<file path="config.mk">
export PLATFORM = sky130hd
export DESIGN_NAME = serial_sub_ctrl
export DESIGN_NICKNAME = d
export VERILOG_FILES = /design/src/rtl/serial_sub_ctrl.sv
export SDC_FILE = /design/constraint.sdc
export NUM_CORES = 1
export LEC_CHECK = 0
export ABC_AREA = 1
export ABC_CLOCK_PERIOD_IN_PS = 2700
export BUFFER_PORTS_ARGS = -buffer_cell sky130_fd_sc_hd__buf_2
export CORE_MARGIN = 2
export CORE_UTILIZATION = 57
export DETAILED_ROUTE_END_ITERATION = 10
export PLACE_DENSITY = 0.83
export SYNTH_ARGS = -nofsm -noshare
export SYNTH_HDL_FRONTEND = slang
export SYNTH_SLANG_ARGS = --single-unit
</file>
<file path="constraint.sdc">
create_clock -name clk -period 2.7 [get_ports clk]
set_input_delay 0.27 -clock clk [delete_from_list [all_inputs] [get_ports clk]]
set_output_delay 0.27 -clock clk [all_outputs]
set_load 0.1 [all_outputs]
</file>
<file path="src/rtl/serial_sub_ctrl.sv">
// Bit-serial unsigned subtractor controller: time-shares one external full-subtractor
// cell, LSB first, one bit per clock, with a start/busy/done handshake.
module serial_sub_ctrl #(
    parameter int WIDTH = 8
) (
    input  logic             clk,
    input  logic             rst_n,
    input  logic             start,
    input  logic [WIDTH-1:0] a,
    input  logic [WIDTH-1:0] b,
    output logic             busy,
    output logic             done,
    output logic [WIDTH-1:0] diff,
    output logic             borrow_out,
    output logic             zero,
    output logic             fs_a,
    output logic             fs_b,
    output logic             fs_bin,
    input  logic             fs_diff,
    input  logic             fs_bout
);

    localparam int CW = (WIDTH > 1) ? $clog2(WIDTH) : 1;
    localparam logic [CW-1:0] LAST_BIT = CW'(WIDTH - 1);

    typedef enum logic [1:0] {
        S_IDLE = 2'd0,
        S_RUN  = 2'd1,
        S_DONE = 2'd2
    } state_t;

    state_t           state_q, state_d;
    logic [WIDTH-1:0] a_sh_q, a_sh_d;
    logic [WIDTH-1:0] b_sh_q, b_sh_d;
    logic [WIDTH-1:0] res_q, res_d;
    logic [WIDTH-1:0] res_nxt_s;
    logic             brw_q, brw_d;
    logic [CW-1:0]    cnt_q, cnt_d;
    logic [WIDTH-1:0] diff_q, diff_d;
    logic             borrow_q, borrow_d;
    logic             zero_q, zero_d;

    // State, datapath and result registers with synchronous active-low reset.
    always_ff @(posedge clk) begin
        if (!rst_n) begin
            state_q  <= S_IDLE;
            a_sh_q   <= '0;
            b_sh_q   <= '0;
            res_q    <= '0;
            brw_q    <= 1'b0;
            cnt_q    <= '0;
            diff_q   <= '0;
            borrow_q <= 1'b0;
            zero_q   <= 1'b0;
        end else begin
            state_q  <= state_d;
            a_sh_q   <= a_sh_d;
            b_sh_q   <= b_sh_d;
            res_q    <= res_d;
            brw_q    <= brw_d;
            cnt_q    <= cnt_d;
            diff_q   <= diff_d;
            borrow_q <= borrow_d;
            zero_q   <= zero_d;
        end
    end

    // Next-state logic and cell pin drive; pins are quiet outside RUN.
    always_comb begin
        state_d   = state_q;
        a_sh_d    = a_sh_q;
        b_sh_d    = b_sh_q;
        res_d     = res_q;
        brw_d     = brw_q;
        cnt_d     = cnt_q;
        diff_d    = diff_q;
        borrow_d  = borrow_q;
        zero_d    = zero_q;
        fs_a      = 1'b0;
        fs_b      = 1'b0;
        fs_bin    = 1'b0;
        res_nxt_s = {fs_diff, res_q[WIDTH-1:1]};
        case (state_q)
            S_IDLE: begin
                if (start) begin
                    state_d  = S_RUN;
                    a_sh_d   = a;
                    b_sh_d   = b;
                    res_d    = '0;
                    brw_d    = 1'b0;
                    cnt_d    = '0;
                    diff_d   = '0;
                    borrow_d = 1'b0;
                    zero_d   = 1'b0;
                end else begin
                    state_d = S_IDLE;
                end
            end
            S_RUN: begin
                fs_a   = a_sh_q[0];
                fs_b   = b_sh_q[0];
                fs_bin = brw_q;
                res_d  = res_nxt_s;
                brw_d  = fs_bout;
                a_sh_d = a_sh_q >> 1;
                b_sh_d = b_sh_q >> 1;
                if (cnt_q == LAST_BIT) begin
                    // Last bit: the freshly shifted result is the final difference.
                    state_d  = S_DONE;
                    diff_d   = res_nxt_s;
                    borrow_d = fs_bout;
                    zero_d   = (res_nxt_s == '0);
                end else begin
                    cnt_d = cnt_q + CW'(1);
                end
            end
            S_DONE: begin
                state_d = S_IDLE;
            end
            default: begin
                state_d = S_IDLE;
            end
        endcase
    end

    assign busy       = (state_q != S_IDLE);
    assign done       = (state_q == S_DONE);
    assign diff       = diff_q;
    assign borrow_out = borrow_q;
    assign zero       = zero_q;

endmodule
</file>
---- Yosys cells after proc, flatten, opt, wreduce, memory -nomap -nowiden ----
Cells that the tools add are included.
cells by class
  multiplexer cells ....................... 23
  reductions and logical operators ........ 7
  eq/ne operators ......................... 6
  add/subtract/negate cells ............... 1
operator list
  kind                 number
  $pmux 8 s2           4
  $mux 8               4
  $logic_not 8->1      1
  $mux 1               7
  $mux 3               2
  $ne 2x2->1 const B   3
  $pmux 1 s2           3
  $pmux 3 s2           1
  $reduce_and 3->1     2
  $pmux 2 s2           1
  $reduce_bool 2->1    2
  $add 3x1->3 const B  1
  $eq 3x3->1 const B   1
  $eq 2x1->1 const B   1
  $eq 2x2->1 const B   1
  $logic_not 2->1      1
  $mux 2               1
  $reduce_and 2->1     1
storage, ports and cells
  input port bits ......................... 21
  output and inout port bits .............. 15
  register bits after elaboration ......... 40

---- Depth between registers and ports, before layout ----
  word-level depth ........................ 3
  gate-level depth with buffers ........... 8

---- Worst setup path after synthesis ----
No wires, ideal clock.
  path type ............................... register to output
  from .................................... register state_q[0]
  to ...................................... output port fs_a
  data arrival time ....................... 1.972 ns
  path slack .............................. 0.458 ns
  cell stages (with the launch flop) ...... 4
  cell sequence ........................... dfxtp_1 -> nand2_2 -> buf_2 -> nor2_1
between the ends
  word-level cells in the longest chain between the ends .. 2
ends and longest elaborated chain
  element                 line  source
  from (decl)             32    state_t state_q, state_d;
  from (signal assigned)  56    state_q <= state_d;
  $eq 2x1->1              83    case (state_q)
  $mux 1                  83
  to (decl)               16    output logic fs_a,
Every way passes these cells.

---- Worst setup path after layout ----
  from .................................... register state_q[0]
  to ...................................... output port fs_bin
between the ends
  word-level cells in the longest chain between the ends .. 2
ends and longest elaborated chain
  element     line  source
  $eq 2x1->1  83
  $mux 1      83
  to (decl)   18    output logic fs_bin,
Every way passes these cells.

==> impl_results.md <==
* Die height at 57.5 um
* CP max stage delay at 0.45 ns
* Worst-Margin Slew at 0.964 ns
* Synth Register Bits at 39
* Total negative slack at 0 ns
* Period Utilization, post-route at 70.4%
* FP Rows at 19
* Effective utilization at floorplan at 59.7%
* # port buffers at 35
* Root buffer cell: clkbuf_4
* Startpoint types: flop
* 1st-pass router iterations at 4
* N_diodes at 0
* Largest area contributor in the netlist: dfxtp_1
* GRT Total Usage at 22.1%
* H-tree depth at 2
* Outcome: finished, final reports clean
* Drt initial violations at 44
* Global-route wire length before repair at 5700 um
* Post-synthesis area per instance at 6.86 um^2
* Clk_lat worst skew at 0.35 ns
* Seq pwr share at 58.5%
* IO Count at 36
* Worst hold margin at 0.162 ns
* Fmax at 0.526 GHz
* Clk pin slew, worst setup/hold paths at 0.12 ns
* Critical path's slowest cell: dfxtp_1
* Routability Congestion at 0.738
* CTS Buf Count at 5
* Max-slew violations at 0
* # nets final at 293
* Final Hold Vio Count at 0
* CTS tree: done
* MaxCap Viol Count at 0
* Net count after synthesis at 261
* Internal Power at 0.000745 W
* Synth warnings at 0
* Via Count at 1,522
* Max-slew headroom at 35.7%
* Post-CTS Repair Setup Buffers at 0
* CP max FO at 18
* Cts hold-fix bufs at 0
* Final WL at 3240 um
* Layout Cells excl Fill at 302
* Top cell type's share of synthesized area at 47.8%
* Clk_skew at 0.0106 ns
* Clock Path Buffers at 2
* Most frequent cells in the layout: nand2_1, nor2_1, dfxtp_1
* Post-DP Area at 1800 um^2
* Post_cts resized at 0
* Hold crit path type: in -> reg
* Initial antenna violation count at 0
* Clk pwr share at 27.7%
* Vias in the first global route at 1,362
* Switch share at 29.3%
* Period minus WS final at 1.90 ns
* DRC Markers at 0
* Number of fill cells in the layout at 278
* Comb power frac at 13.9%
* Mapped Area at 1630 um^2
* Largest net degree at the start of global routing at 29
* Avg WL per Cell at 10.7 um
* Yosys cell types at 18
* Multi-input gate area at 757 um^2
* Crit path cell chain: nand2_2 -> nor2_1 -> buf_2
* Die Area at 3310 um^2
* Die Wd at 57.5 um
* Crit end category: output port
* Setup CP Type: reg -> out
* Sw Pwr at 0.000309 W
* Ratio of cells with drive above 1 in the final layout at 18.1%
* Peak supply drop at 0.471 mV
* Total gr overflow at 0
* Via density at 5.04
* Synth area leaders: dfxtp_1, nand2_1, nor2_1
* RSZ-0062 raised after global routing: no
* Register area at 781 um^2
* HPWL after DPL at 2220 um
* Syn Inst Count at 238
* Critical Path RT at 2.43 ns
* Clock sinks at 39
* Lkg Pwr at 0.888 nW
* Area grow syn2layout at 13.6%
* Placed cells at 294
* Final setup viols at 0
* ANT nets after route at 0
* Sequential share of the synthesized area at 47.8%
* Core box area at 2730 um^2
* Final instance area at 1850 um^2
* Commonest non-fill, non-tap cell in the layout: nand2_1
* Power per cell area at 568 nW/um^2
* Crit path DAT at 1.63 ns
-- layer usage --
metal  track usage, %  vias up  share of wire (%)
li1                 -      812                  -
met1             27.0      667                 46
met2             36.5       35                 47
met3             5.44        8                5.0
met4             10.3        0                2.1
met5                0        -                  0
-- worst max-delay path: cells and delay by family, from the launching register on --
family	cells	cell delay, ns
buf+inv	1	0.44
flops	1	0.45
simple gates	2	0.40
-- registers in the layout (all words and copies together) (netlist names) --
signal / flops
res_q: 7
a_sh_q: 8
diff: 8
zero: 1
borrow_out: 1
state_q: 2
brw_q: 1
cnt_q: 3
b_sh_q: 8
-- synthesized netlist by cell type, drive strengths merged --
| cell | n |
|---|---|
| nand2 | 87 |
| nand3 | 10 |
| clkinv | 1 |
| ha | 2 |
| o21ai | 23 |
| buf | 7 |
| dfxtp | 39 |
| a21oi | 14 |
| inv | 11 |
| nor2 | 40 |
| clkbuf | 3 |
| nand4 | 1 |
-- kinds of logic after synthesis --
| kind of cell | share of synthesized area [%] |
|---|---|
| AOI/OAI and AO/OA | 11.6 |
| and+or+nand+nor | 33.3 |
| buffers and inverters | 5.82 |
| DFF | 47.8 |
| adders and majority gates | 1.53 |
-- worst paths after layout --
kind	slack, ns	endpoint	start	cells past startpoint
max	0.80	fs_bin	state_q[0]$_SDFFE_PN0P_	3
min	0.16	a_sh_q[7]$_SDFFE_PN0P_	a[7]	3
max reg2reg	0.85	a_sh_q[4]$_SDFFE_PN0P_	state_q[0]$_SDFFE_PN0P_	4
min reg2reg	0.46	diff[0]$_SDFFE_PN0P_	diff[0]$_SDFFE_PN0P_	2
-- stage by stage --
stage | utilization, % | power (W) | setup WS, ns
3_5_place_dp | 65.7 | 0.000775 | 0.894
2_1_floorplan | - | 0.000741 | 0.458
6_report | 67.8 | 0.00105 | 0.799
4_1_cts | 67.8 | 0.00106 | 0.775
5_1_grt | 67.8 | 0.00111 | 0.667
3_3_place_gp | 65.7 | 0.000773 | 0.879
-- final cells by class --
class / count / area share, %
flip-flops and latches: 39 / 42.1
inverters: 12 / 2.43
clock inverters: 3 / 1.08
repair buffers: 35 / 9.45
well taps: 31 / 2.09
multi-input cells: 177 / 40.8
clock buffers: 5 / 2.02
-- power by group through the flow --
stage	Clock, W	Sequential, W	Combinational [W]
after global routing	0.000327	0.000620	0.000167
after detailed placement	0	0.000628	0.000147
final	0.000291	0.000616	0.000146
after CTS	0.000295	0.000616	0.000147
after floorplan	0	0.000625	0.000115
after global placement	0	0.000629	0.000144
(Power assumes the default switching activity.)
